**config.mk**
```make
export PLATFORM = sky130hd
export DESIGN_NAME = jogo_sequencia_param_flat
export DESIGN_NICKNAME = d
export VERILOG_FILES = /design/src/rtl/jogo_sequencia_param_if.sv /design/src/rtl/jogo_sequencia_param.sv /design/src/flat_wrapper.sv
export SDC_FILE = /design/constraint.sdc
export NUM_CORES = 1
export LEC_CHECK = 0
export CAP_MARGIN = 20
export CORE_MARGIN = 1
export CORE_UTILIZATION = 50
export DETAILED_ROUTE_END_ITERATION = 12
export GPL_TIMING_DRIVEN = 0
export PLACE_DENSITY_LB_ADDON = 0.05
export SYNTH_ARGS = -nofsm -noshare
export SYNTH_HDL_FRONTEND = slang
export SYNTH_SLANG_ARGS = --single-unit
export TNS_END_PERCENT = 10
```
**constraint.sdc**
```tcl
create_clock -name clock -period 13 [get_ports clock]
set_clock_uncertainty 0.2 [all_clocks]
set_input_delay 2.6 -clock clock [delete_from_list [all_inputs] [get_ports clock]]
set_output_delay 2.6 -clock clock [all_outputs]
set_load 0.01 [all_outputs]
```
**src/rtl/jogo_sequencia_param_if.sv**
```systemverilog
// Pad-side signal bundle of the sequence-memory game: player inputs, LEDs and status/score outputs.
// master = player/board side, slave = game engine.
interface jogo_sequencia_param_if #(
    parameter int N_BOTOES = 7,
    parameter int DEPTH    = 16,
    parameter int VIDAS    = 3,
    parameter int PONTOS_W = 8
);
    localparam int RODADA_W = $clog2(DEPTH + 1);
    localparam int VIDAS_W  = $clog2(VIDAS + 1);

    logic                jogar;
    logic                treinamento;
    logic [N_BOTOES-1:0] botoes;
    logic [N_BOTOES-1:0] leds;
    logic                pronto;
    logic                acertou;
    logic                errou;
    logic [PONTOS_W-1:0] pontos;
    logic [RODADA_W-1:0] rodada;
    logic [VIDAS_W-1:0]  vidas_rest;
    logic [3:0]          db_estado;

    modport master (
        output jogar, treinamento, botoes,
        input  leds, pronto, acertou, errou, pontos, rodada, vidas_rest, db_estado
    );

    modport slave (
        input  jogar, treinamento, botoes,
        output leds, pronto, acertou, errou, pontos, rodada, vidas_rest, db_estado
    );
endinterface

```
**src/rtl/jogo_sequencia_param.sv**
```systemverilog
// Sequence-memory game engine: LFSR-generated sequence, show/echo rounds, score, lives and training mode.
// Control FSM and datapath live together; the top level only wires pads and displays.
module jogo_sequencia_param #(
    parameter int N_BOTOES    = 7,
    parameter int DEPTH       = 16,
    parameter int SHOW_CYC    = 1000,
    parameter int GAP_CYC     = 250,
    parameter int TIMEOUT_CYC = 5000,
    parameter int PONTOS_W    = 8,
    parameter int PONTOS_INI  = 100,
    parameter int BONUS       = 5,
    parameter int PENAL       = 10,
    parameter int VIDAS       = 3
) (
    input  logic                   clock,
    input  logic                   reset,
    jogo_sequencia_param_if.slave  bus
);
    localparam int IW      = $clog2(N_BOTOES);
    localparam int RW      = $clog2(DEPTH + 1);
    localparam int AW      = (DEPTH > 1) ? $clog2(DEPTH) : 1;
    localparam int VW      = $clog2(VIDAS + 1);
    localparam int CNT_MAX = (TIMEOUT_CYC > SHOW_CYC) ?
                             ((TIMEOUT_CYC > GAP_CYC) ? TIMEOUT_CYC : GAP_CYC) :
                             ((SHOW_CYC > GAP_CYC) ? SHOW_CYC : GAP_CYC);
    localparam int CW      = $clog2(CNT_MAX + 1);

    typedef enum logic [3:0] {
        INICIAL    = 4'd0,
        PREPARA    = 4'd1,
        MOSTRA     = 4'd2,
        INTERVALO  = 4'd3,
        ESPERA     = 4'd4,
        COMPARA    = 4'd5,
        FIM_RODADA = 4'd6,
        ERRO_JOG   = 4'd7,
        FIM_ACERTO = 4'd8,
        FIM_ERRO   = 4'd9
    } t_estado;

    t_estado             r_state, w_state_nx;
    logic [15:0]         r_lfsr;
    logic                r_jogar_q;
    logic [N_BOTOES-1:0] r_b_q, r_b_prev, r_cap;
    logic [CW-1:0]       r_cnt;
    logic [PONTOS_W-1:0] r_pontos;
    logic [RW-1:0]       r_rodada, r_i;
    logic [VW-1:0]       r_vidas;
    logic                r_treino;
    logic [IW-1:0]       r_item [DEPTH];

    logic                w_jogar_ev, w_press_ev, w_last, w_match, w_round_full, w_lfsr_fb;
    logic                w_show_end, w_gap_end, w_timeout;
    logic [IW-1:0]       w_new_item;
    logic [N_BOTOES-1:0] w_exp_oh, w_leds;
    logic                w_pronto, w_acertou, w_errou;

    function automatic logic [PONTOS_W-1:0] f_sat_add(input logic [PONTOS_W-1:0] a);
        logic [PONTOS_W:0] s;
        s = {1'b0, a} + (PONTOS_W+1)'(BONUS);
        return s[PONTOS_W] ? {PONTOS_W{1'b1}} : s[PONTOS_W-1:0];
    endfunction

    function automatic logic [PONTOS_W-1:0] f_sat_sub(input logic [PONTOS_W-1:0] a);
        if ({1'b0, a} < (PONTOS_W+1)'(PENAL))
            return '0;
        return PONTOS_W'({1'b0, a} - (PONTOS_W+1)'(PENAL));
    endfunction

    assign w_lfsr_fb    = r_lfsr[0] ^ r_lfsr[2] ^ r_lfsr[3] ^ r_lfsr[5];
    assign w_new_item   = IW'(r_lfsr % 16'(N_BOTOES));
    assign w_jogar_ev   = bus.jogar & ~r_jogar_q;
    assign w_press_ev   = (r_b_prev == '0) && (r_b_q != '0);
    assign w_exp_oh     = N_BOTOES'(1) << r_item[r_i[AW-1:0]];
    assign w_match      = (r_cap == w_exp_oh);
    assign w_last       = (r_i == r_rodada - RW'(1));
    assign w_round_full = (r_rodada == RW'(DEPTH));
    assign w_show_end   = (r_cnt == CW'(SHOW_CYC - 1));
    assign w_gap_end    = (r_cnt == CW'(GAP_CYC - 1));
    assign w_timeout    = (r_cnt == CW'(TIMEOUT_CYC - 1));

    always_ff @(posedge clock or posedge reset) begin
        if (reset) r_state <= INICIAL;
        else       r_state <= w_state_nx;
    end

    always_comb begin
        w_state_nx = r_state;
        w_leds     = '0;
        w_pronto   = 1'b0;
        w_acertou  = 1'b0;
        w_errou    = 1'b0;
        case (r_state)
            INICIAL:    if (w_jogar_ev) w_state_nx = PREPARA;
            PREPARA:    w_state_nx = MOSTRA;
            MOSTRA: begin
                w_leds = w_exp_oh;
                if (w_show_end) w_state_nx = INTERVALO;
            end
            INTERVALO:  if (w_gap_end) w_state_nx = w_last ? ESPERA : MOSTRA;
            ESPERA: begin
                w_leds = r_b_q;
                if (w_press_ev)     w_state_nx = COMPARA;
                else if (w_timeout) w_state_nx = ERRO_JOG;
            end
            COMPARA: begin
                if (!w_match)    w_state_nx = ERRO_JOG;
                else if (w_last) w_state_nx = FIM_RODADA;
                else             w_state_nx = ESPERA;
            end
            FIM_RODADA: w_state_nx = w_round_full ? FIM_ACERTO : MOSTRA;
            // Training never spends a life, so it can only replay.
            ERRO_JOG:   w_state_nx = (!r_treino && r_vidas <= VW'(1)) ? FIM_ERRO : MOSTRA;
            FIM_ACERTO: begin
                w_pronto  = 1'b1;
                w_acertou = 1'b1;
                if (w_jogar_ev) w_state_nx = PREPARA;
            end
            FIM_ERRO: begin
                w_pronto = 1'b1;
                w_errou  = 1'b1;
                if (w_jogar_ev) w_state_nx = PREPARA;
            end
            default:    w_state_nx = INICIAL;
        endcase
    end

    // One shared counter times show, gap and press timeout; any state change or press restarts it.
    always_ff @(posedge clock or posedge reset) begin
        if (reset)                     r_cnt <= '0;
        else if (w_state_nx != r_state) r_cnt <= '0;
        else                           r_cnt <= r_cnt + CW'(1);
    end

    always_ff @(posedge clock or posedge reset) begin
        if (reset) begin
            r_lfsr    <= 16'hACE1;
            r_jogar_q <= 1'b0;
            r_b_q     <= '0;
            r_b_prev  <= '0;
            r_pontos  <= PONTOS_W'(PONTOS_INI);
            r_rodada  <= '0;
            r_vidas   <= VW'(VIDAS);
            r_i       <= '0;
            r_treino  <= 1'b0;
        end else begin
            r_lfsr    <= {w_lfsr_fb, r_lfsr[15:1]};
            r_jogar_q <= bus.jogar;
            r_b_q     <= bus.botoes;
            r_b_prev  <= r_b_q;
            case (r_state)
                PREPARA: begin
                    r_pontos <= PONTOS_W'(PONTOS_INI);
                    r_vidas  <= VW'(VIDAS);
                    r_rodada <= RW'(1);
                    r_i      <= '0;
                    r_treino <= bus.treinamento;
                end
                INTERVALO: if (w_gap_end) r_i <= w_last ? '0 : r_i + RW'(1);
                COMPARA:   if (w_match && !w_last) r_i <= r_i + RW'(1);
                FIM_RODADA: begin
                    r_pontos <= f_sat_add(r_pontos);
                    if (!w_round_full) begin
                        r_rodada <= r_rodada + RW'(1);
                        r_i      <= '0;
                    end
                end
                ERRO_JOG: begin
                    r_i <= '0;
                    if (!r_treino) begin
                        r_pontos <= f_sat_sub(r_pontos);
                        r_vidas  <= r_vidas - VW'(1);
                    end
                end
                default: ;
            endcase
        end
    end

    always_ff @(posedge clock) begin
        if (r_state == PREPARA)
            r_item[0] <= w_new_item;
        else if (r_state == FIM_RODADA && !w_round_full)
            r_item[r_rodada[AW-1:0]] <= w_new_item;
        if (r_state == ESPERA && w_press_ev)
            r_cap <= r_b_q;
    end

    assign bus.leds       = w_leds;
    assign bus.pronto     = w_pronto;
    assign bus.acertou    = w_acertou;
    assign bus.errou      = w_errou;
    assign bus.pontos     = r_pontos;
    assign bus.rodada     = r_rodada;
    assign bus.vidas_rest = r_vidas;
    assign bus.db_estado  = r_state;
endmodule

```
**src/flat_wrapper.sv**
```systemverilog
// flat-port wrapper written by rule: the top's interface ports become plain ports
module jogo_sequencia_param_flat 
#(
    parameter int N_BOTOES    = 7,
    parameter int DEPTH       = 16,
    parameter int SHOW_CYC    = 1000,
    parameter int GAP_CYC     = 250,
    parameter int TIMEOUT_CYC = 5000,
    parameter int PONTOS_W    = 8,
    parameter int PONTOS_INI  = 100,
    parameter int BONUS       = 5,
    parameter int PENAL       = 10,
    parameter int VIDAS       = 3
)
  (clock, reset, bus_jogar, bus_treinamento, bus_botoes, bus_leds, bus_pronto, bus_acertou, bus_errou, bus_pontos, bus_rodada, bus_vidas_rest, bus_db_estado);
  jogo_sequencia_param_if #(.N_BOTOES(N_BOTOES), .DEPTH(DEPTH), .VIDAS(VIDAS), .PONTOS_W(PONTOS_W)) bus_i ();
  input  logic clock;
  input  logic reset;
  input wire logic [$bits(bus_i.jogar)-1:0] bus_jogar;
  input wire logic [$bits(bus_i.treinamento)-1:0] bus_treinamento;
  input wire logic [$bits(bus_i.botoes)-1:0] bus_botoes;
  output wire logic [$bits(bus_i.leds)-1:0] bus_leds;
  output wire logic [$bits(bus_i.pronto)-1:0] bus_pronto;
  output wire logic [$bits(bus_i.acertou)-1:0] bus_acertou;
  output wire logic [$bits(bus_i.errou)-1:0] bus_errou;
  output wire logic [$bits(bus_i.pontos)-1:0] bus_pontos;
  output wire logic [$bits(bus_i.rodada)-1:0] bus_rodada;
  output wire logic [$bits(bus_i.vidas_rest)-1:0] bus_vidas_rest;
  output wire logic [$bits(bus_i.db_estado)-1:0] bus_db_estado;
  assign bus_i.jogar = bus_jogar;
  assign bus_i.treinamento = bus_treinamento;
  assign bus_i.botoes = bus_botoes;
  assign bus_leds = bus_i.leds;
  assign bus_pronto = bus_i.pronto;
  assign bus_acertou = bus_i.acertou;
  assign bus_errou = bus_i.errou;
  assign bus_pontos = bus_i.pontos;
  assign bus_rodada = bus_i.rodada;
  assign bus_vidas_rest = bus_i.vidas_rest;
  assign bus_db_estado = bus_i.db_estado;
  jogo_sequencia_param #(.N_BOTOES(N_BOTOES), .DEPTH(DEPTH), .SHOW_CYC(SHOW_CYC), .GAP_CYC(GAP_CYC), .TIMEOUT_CYC(TIMEOUT_CYC), .PONTOS_W(PONTOS_W), .PONTOS_INI(PONTOS_INI), .BONUS(BONUS), .PENAL(PENAL), .VIDAS(VIDAS)) u_core (.clock(clock), .reset(reset), .bus(bus_i));
endmodule
```
; After elaboration in Yosys (flattened, before gate mapping)
; Memory sizes are Yosys's and may differ from the RTL's.
; Index checks and enable logic that the tools add are counted.
[totals]
input_bits = 11
out_inout_bits = 29
ff_bits = 76
memories = 1
mem_bits_rw = 48
[mem_list]
columns = memory, depth, word_bits, read_ports, rd_clocked_by_memory_dff, write_ports, line_no
row1 = u_core.r_item, 16, 3, 1, 0, 1, jogo_sequencia_param.sv:50  ; logic [IW-1:0] r_item [DEPTH];
[classes]
n_bitwise = 5
div = 1
n_reduce_logical = 23
addsub = 7
eq_ne = 20
shifts = 1
magnitude_cmp = 2
muxes = 41
[op_table]
columns = operator, n
row1 = $mux W4, 9
row2 = $mux W8, 4
row3 = $pmux W4 S8, 1
row4 = $mux W5, 5
row5 = $pmux W8 S3, 1
row6 = $pmux W5 S4, 1
row7 = $eq A4 B3 Y1 const B, 4
row8 = $mod A16 B3 Y16 const B, 1
row9 = $pmux W7 S2, 1
row10 = $add A13 B1 Y13 const B, 1
row11 = $eq A13 B10 Y1 const B, 1
row12 = $eq A13 B13 Y1 const B, 1
row13 = $eq A13 B8 Y1 const B, 1
row14 = $mux W13, 1
row15 = $mux W1, 12
row16 = $add A5 B1 Y5 const B, 2
row17 = $pmux W5 S2, 1
row18 = $add A8 B3 Y9 const B, 1
row19 = $eq A4 B2 Y1 const B, 2
row20 = $eq A4 B4 Y1 const B, 2
row21 = $lt A8 B4 Y1 const B, 1
row22 = $sub A8 B4 Y8 const B, 1
row23 = $eq A7 B7 Y1, 1
row24 = $logic_not A7 Y1, 1
row25 = other kinds (27), 44

; Longest topological paths before layout
; Gate-level depths: netlist (run 1).
[depth]
ltp_word = 8
ltp_mapped = 24
ltp_nobuf = 21

; Worst setup path before layout (run 1)
; No wires, ideal clock.
[synth_path]
path_kind = register to register
start = register u_core.r_lfsr[15]
end = memory u_core.r_item[0][2] in the netlist's numbering, data pin
path_slack_ns = 7.173
setup_ns = 0.330
stages_incl_launch_ff = 23
arrival_time_ns = 5.297
required_ns = 12.470
path_buffers = 3
cell_sequence = dfstp_2 > buf_4 > o21ai_0 > a32oi_2 > and2_1 > buf_4 > xnor2_1 > o311a_4 > o21ai_2 > o211ai_2 > and3_4 > buf_6 > a311o_1 > a21oi_1 > a21oi_1 > o311ai_1 > ha_1 > inv_1 > o21bai_2 > a31oi_1 > mux2_1 > ha_1 > o21ai_0
[synth_between]
elab_chain_cells = 2
[synth_lines]
columns = item, line_no
row1 = start: declaration, jogo_sequencia_param.sv:42  ; logic [15:0] r_lfsr;
row2 = start signal: assignment, jogo_sequencia_param.sv:147  ; r_lfsr <= {w_lfsr_fb, r_lfsr[15:1]};
row3 = $mod A16 B3 Y16, jogo_sequencia_param.sv:71  ; assign w_new_item = IW'(r_lfsr % 16'(N_BOTOES));
row4 = via u_core.w_new_item[2], jogo_sequencia_param.sv:54  ; logic [IW-1:0] w_new_item;
row5 = $mux W3 (no line), -
row6 = end: declaration, jogo_sequencia_param.sv:50
; The timed path passes the listed nets, and every way through them passes these cells.

; Final worst setup path (run 1)
[layout_path]
start = register u_core.r_i[0]
end = output bus_leds[2]
[layout_between]
elab_chain_cells = 3
[layout_lines]
columns = item, line_no
row1 = start: declaration, jogo_sequencia_param.sv:47  ; logic [RW-1:0] r_rodada, r_i;
row2 = start signal: assignment, jogo_sequencia_param.sv:159  ; INTERVALO: if (w_gap_end) r_i <= w_last ? '0 : r_i + RW'(1);
row3 = start signal: assignment, jogo_sequencia_param.sv:160  ; COMPARA: if (w_match && !w_last) r_i <= r_i + RW'(1);
row4 = $mem_v2 Z16 W3, -
row5 = $shl A1 B3 Y7, jogo_sequencia_param.sv:74  ; assign w_exp_oh = N_BOTOES'(1) << r_item[r_i[AW-1:0]];
row6 = $pmux W7 S2, jogo_sequencia_param.sv:93  ; case (r_state)
row7 = end: declaration, flat_wrapper.sv:22  ; output wire logic [$bits(bus_i.leds)-1:0] bus_leds;
; Every way passes these cells.

==> reports/results.ini, run 1 <==
[outcome]
status=completed

[die]
start_util_pct=51.7
die_y_um=122
rows=43
io_pins=40
dieArea_um2=15000
coreArea_um2=14000
fp.dieW_um=122

[flow_run]
cap_violations=0

[finish]
drive_above_1_share_pct=13.0
fin_nets=801
multi_input_area_um2=3560
final-seq-area_um2=3390
finalInstanceArea_um2=8470
n_fill_cell=1157
diodes=0
synthToLayoutAreaGrowth_pct=16.7

[critical_path]
crit_family=buffers and inverters
worst_setup_path_start_kind=flip-flop
worst-path-buf-inv=4
r2r_cells=21
cp_data_required_time_ns=10.20
max_stage_delay_ns=0.70
critPathArrivalTime_ns=4.40
path_max_fanout=10
r2r-end=u_core.r_item[14][2]
crit_type=flip-flop to output port
rrSetupSlack_ns=6.37
r2r_start=u_core.r_lfsr[15]
cp-end-kind=output port
worstPathCellList=clkbuf_1, buf_1, mux4_2, mux4_2, clkbuf_1, or2_2, o21ai_0, clkdlybuf4s50_1
crit_path_top_delay_cell=buf_1

[sta]
fmax_mhz=139
report.final.slew_viol_count=0
max_slew_margin_pct=29.6
tns_ns=0
grt_setup_unrepaired=no
final-setup-viol-count=0
hold_viol=0
fin_crit_sh_pct=55.4
fin_crit_ns=7.20
tightestPinTransition_ns=1.05

[grt]
antenna_found_initial=0
grt_pass1_vias=5606
grt_max_degree=70
overflow=0
grt_util_all_layers_pct=24.3
grt_pass1_wl_mm=28.1

[cts]
cts_setup_buffers=0
cts_buffer_depth=2
cts_tree=built
clk_latency_ns=0.42
postCtsHoldBufs=0
cts_buffers=17
cts_resized=0
cts-root-buf=clkbuf_16
cts_max_level=4
clkTransAtPathRegs_ns=0.06
clock-sinks=124

[worst_hold_path]
holdCritStartpoint=u_core.r_lfsr[6]
hold_path_class=flip-flop to flip-flop
hold_end=u_core.r_lfsr[5]
hold_depth=0

[yosys]
synth.area.top_cells=edfxtp_1, dfrtp_1, dfstp_2, mux4_2, nor2_1
synthFlopType=dfrtp_1
yosysMostFrequentCell=nor2_1
synth_commonest_cells=nor2_1, nand2_1, dfrtp_1, edfxtp_1, o21ai_0
avgSynthCellArea_um2=10.1
ys_types=90
synth_edf_count=55
yosysTopAreaCell=edfxtp_1
yosysWarnings=0
netlist_instances=717
async_reset_ff_share_pct=55.6
syn_nets=740
ys_seq_area_share_pct=46.8
ys_ff_latch=124
synth_top_area_share_pct=22.8
syn-cell-area_um2=7250

[placement]
placed_area_um2=7890
port-buffer-count=39
routabilityCongestion=0.883
dp_hpwl_mm=12.2

[detailed_routing]
viasPerCell=6.00
drc=0
drt-wirelength-per-cell_um=17.4
drt-pass1-iter-count=4
ant_nets=0
drt-initial-drc-count=409
wirelength_mm=16.9
vias=5823

[pwr]
p_per_area_nw_per_um2=134
peakVddDrop_uv=93.4
p_leak_nw=3.03

## cells by family (layout without fill, tap and decap cells)
logic type	Yosys count	in the layout	synth area share, %
muxes	27	27	6.43
buffers and inverters	68	142	4.14
AOI/OAI and AO/OA	183	183	18.4
and+or+nand+nor	270	270	18.2
xor gates and xnor gates	33	33	3.98
adders and majority gates	12	12	2.07
DFF	124	124	46.8
## routing by layer
metal  track usage [%]  up-vias  share of wire (%)
li1                  -     2799                  -
met1              31.7     2873                 46
met2              40.1      130                 49
met3              4.97       21                3.8
met4              8.69        0                1.4
met5                 0        -                  0
## state kept, by name (all words and copies together), names as in the netlist
register and flops:
u_core.r_lfsr 16, u_core.r_item 48, u_core.r_treino 1, u_core.bus.rodada 5, u_core.bus.vidas_rest 2, u_core.r_cap 7, u_core.r_i 5, u_core.r_cnt 13
u_core.bus.db_estado 4, u_core.r_b_prev 7, u_core.r_b_q 7, u_core.bus.pontos 8, u_core.r_jogar_q 1
## where the power goes
part	internal, W	switching (W)	leakage [nW]	total (W)
combinational	0.0000912	0.000129	1.50	0.000220
sequential	0.000432	0.0000231	1.26	0.000456
clock	0.000280	0.000177	0.271	0.000457
## layout by cell type (no fill, tap or decap), drive strengths merged, types with 20 or more instances in the layout
| master | count |
|---|---|
| clkdlybuf4s50 | 39 |
| xnor2 | 20 |
| a21oi | 36 |
| nand3 | 27 |
| inv | 30 |
| nor2 | 83 |
| dfrtp | 56 |
| o21ai | 44 |
| clkbuf | 43 |
| nand2 | 65 |
| edfxtp | 55 |
## cell type report
cell class / count / area share, %
Tap cell: 180 / 2.66
Clock inverter: 15 / 1.74
Multi-Input combinational cell: 525 / 42.0
Inverter: 28 / 1.27
Buffer: 40 / 2.31
Clock buffer: 17 / 5.03
Timing Repair Buffer: 42 / 4.85
Sequential cell: 124 / 40.1
## how the worst max path moves through the flow
stage / from / end / slack [ns] / cells past startpoint
finish: u_core.r_i[0] / bus_leds[2] / 5.80 / 8
global route: u_core.r_i[0] / bus_leds[3] / 5.50 / 8
CTS: u_core.r_i[0] / bus_leds[2] / 5.73 / 8
detailed placement: u_core.r_lfsr[15] / u_core.r_item[9][0] / 6.15 / 23
global placement: u_core.r_lfsr[15] / u_core.r_item[10][2] / 6.19 / 21
floorplan: u_core.r_lfsr[15] / u_core.r_item[0][2] / 7.17 / 22
## stage by stage
| step | hold WS [ns] | utilization [%] | instances | setup WS [ns] | total power (W) |
|---|---|---|---|---|---|
| detailed placement | 0.159 | 56.2 | 938 | 6.15 | 0.000682 |
| CTS | 0.168 | 60.2 | 970 | 5.73 | 0.00114 |
| global route | 0.171 | 60.3 | 971 | 5.50 | 0.00118 |
| floorplan | 0.152 | - | 717 | 7.17 | 0.000612 |
| finish | 0.167 | 60.3 | 971 | 5.80 | 0.00113 |
| global placement | 0.159 | 56.0 | 936 | 6.19 | 0.000676 |
(Power assumes the default switching activity.)
==> run 2: changes to the inputs <==
==> constraint.sdc (replaced) <==
create_clock -name clock -period 6.5 [get_ports clock]
set_clock_uncertainty 0.2 [all_clocks]
set_input_delay 1.3 -clock clock [delete_from_list [all_inputs] [get_ports clock]]
set_output_delay 1.3 -clock clock [all_outputs]
set_load 0.01 [all_outputs]
==> run 2 against run 1 <==
Against the previous run:
- sequential cell count stayed put
- sequential share of layout area shrank 0.53 points
- clock-buffer cell count unchanged
- register-to-register slack lost 6.0 ns
- sequential power grew 100%
- worst hold slack is essentially flat
- largest cell class unchanged
- highest routed layer unchanged
==> reports/results.ini, run 2 (synthesis results as in run 1) <==
[die]
rows=43  ; unchanged
fp.dieW_um=122  ; unchanged
dieArea_um2=15000  ; unchanged
start_util_pct=51.7  ; unchanged
io_pins=40  ; unchanged
die_y_um=122  ; unchanged
coreArea_um2=14000  ; unchanged

[grt]
grt_use_met2_pct=40.1  ; unchanged
grt_use_met1_pct=31.7  ; unchanged
grt_max_degree=70  ; unchanged
grt_util_all_layers_pct=24.3  ; unchanged
grt.met3_usage_pct=4.97  ; unchanged
grt_pass1_wl_mm=28.1  ; unchanged
top_usage_layer=met2
antenna_found_initial=0  ; unchanged
overflow=0  ; unchanged
grt_pass1_vias=5606  ; unchanged

[critical_path]
cp_data_required_time_ns=6.44  ; -3.76 ns
path_max_fanout=16  ; +6
worst_setup_path_start_kind=flip-flop
cp-end-kind=flip-flop
crit_type=flip-flop to flip-flop
critPathArrivalTime_ns=6.05  ; +1.65 ns

[finish]
most-common-layout-cells=nor2_1, nand2_1, dfrtp_1
drive_above_1_share_pct=14.2  ; +1.2 points
reg_top3=u_core.r_item (48), u_core.r_lfsr (16), u_core.r_cnt (13)
synthToLayoutAreaGrowth_pct=18.3
fin_nets=805  ; +0.50%
final_util_pct=61.1  ; +0.81 points
diodes=0  ; unchanged
mostFrequentLayoutCell=nor2_1
largest_reg_flops=48  ; unchanged
top_register=u_core.r_item
n_fill_cell=1137  ; -1.7%

[placement]
port-buffer-count=39  ; unchanged
dp_hpwl_mm=12.2  ; unchanged
routabilityCongestion=0.883  ; unchanged

[pwr]
comb_power_share_pct=19.5  ; about the same
p_clk_share_pct=40.3  ; about the same
internal_power_w=0.00161  ; +100%
p_per_area_nw_per_um2=264  ; +97%
switching_share_pct=29.0  ; about the same
p_switching_w=0.000656  ; +100%
p_leak_nw=3.07  ; +1.4%
peakVddDrop_uv=185  ; +98%
seqPwrFrac_pct=40.2  ; about the same

[cts]
cts_buffer_depth=2  ; unchanged
cts_tree=built
cts_max_level=4  ; unchanged
cts-root-buf=clkbuf_16
clock-sinks=124  ; unchanged
cts_buffers=17  ; unchanged
clk_latency_ns=0.42  ; about the same
clkTransAtPathRegs_ns=0.05  ; about the same

[detailed_routing]
drt-initial-drc-count=401  ; -2.0%
drc=0  ; unchanged
drt-wirelength-per-cell_um=17.4  ; about the same
vias=5820  ; -0.052%
drt-pass1-iter-count=5  ; +1
viasPerCell=5.97  ; -0.46%
ant_nets=0  ; unchanged
wirelength_mm=17.0  ; +0.38%

[worst_hold_path]
hold_path_class=flip-flop to flip-flop

[sta]
final-setup-viol-count=0  ; unchanged
whs_ns=0.167  ; +0.0000930 ns
report.final.slew_viol_count=0  ; unchanged
fin_crit_sh_pct=94.1
tightestPinTransition_ns=1.03  ; -0.0185 ns
fmax_mhz=164
hold_viol=0  ; unchanged
fin_crit_ns=6.12
max_slew_margin_pct=30.8  ; +1.2 points

[flow_run]
cap_violations=0  ; unchanged

[outcome]
status=completed

[run 2: power by group through the flow]
stage          sequential, W  combinational (W)  clock (W)
2_1_floorplan       0.000917           0.000308          0
5_1_grt             0.000918           0.000490   0.000962
4_1_cts             0.000911           0.000442   0.000924
3_5_place_dp        0.000925           0.000438          0
6_report            0.000911           0.000441   0.000912
3_3_place_gp        0.000922           0.000429          0
[run 2: critical path: stages (launching register included)]
cell      delay, ns
dfstp_2        0.57
buf_4          0.19
nand2_1        0.08
o32ai_1        0.35
a211oi_1       0.14
buf_2          0.21
a31oi_1        0.34
o221a_2        0.27
o31ai_1        0.06
a31o_1         0.23
and3_4         0.18
buf_6          0.12
a311o_2        0.43
xnor2_1        0.19
mux2i_1        0.32
o311ai_4       0.18
ha_1           0.23
inv_1          0.08
o21bai_2       0.10
a31oi_1        0.17
mux2_1         0.18
ha_1           0.20
inv_1          0.07
o21ai_2        0.29
mux2_4         0.43
[run 2: final cells by class]
cell class	count	area (um^2)	share of cell area [%]
well taps	180	225	2.63
clock inverters	15	148	1.72
multi-input cells	525	3630	42.3
flip-flops and latches	124	3390	39.6
inverters	28	108	1.25
repair buffers	46	453	5.28
clock buffers	17	425	4.96
plain buffers	40	199	2.32
[run 2: final timing paths]
kind,start,end,slack [ns],cells after the start
worst max-delay path,u_core.r_lfsr[13],u_core.r_item[0][1],0.38,24
worst min-delay path,u_core.r_lfsr[6],u_core.r_lfsr[5],0.17,0
worst max register to register,u_core.r_lfsr[13],u_core.r_item[0][1],0.38,24
worst min register to register,u_core.r_lfsr[6],u_core.r_lfsr[5],0.17,0
max in group asynchronous,reset,u_core.r_cnt[11],4.35,2
min in group asynchronous,reset,u_core.bus.db_estado[1],1.22,2
[run 2: repair_timing]
item	CTS	global route
resized for setup	2	11
hold buffers	0	0
endpoints found under the setup margin	32	48
gates cloned	0	0
buffers inserted	0	5
pin swaps	0	4
[run 2: metrics by stage]
stage | cells | setup TNS [ns] | setup WS, ns | cell area (um^2) | power [W]
after floorplan | 717 | 0 | 0.673 | 7250 | 0.00122
after global placement | 936 | -7.35 | -0.311 | 7870 | 0.00135
after detailed placement | 938 | -6.49 | -0.349 | 7890 | 0.00136
after CTS | 970 | 0 | 0.0126 | 8470 | 0.00228
after global routing | 975 | -0.0445 | -0.00753 | 8580 | 0.00237
final | 975 | 0 | 0.385 | 8580 | 0.00226
[run 2: routing by layer]
metal | part of all wire (%) | vias up | routed length [um]
met2 | 49 | 140 | 8360
li1 | - | 2803 | -
met5 | 0 | - | 0
met4 | 1.5 | 0 | 259
met3 | 4.0 | 22 | 675
met1 | 45 | 2855 | 7690
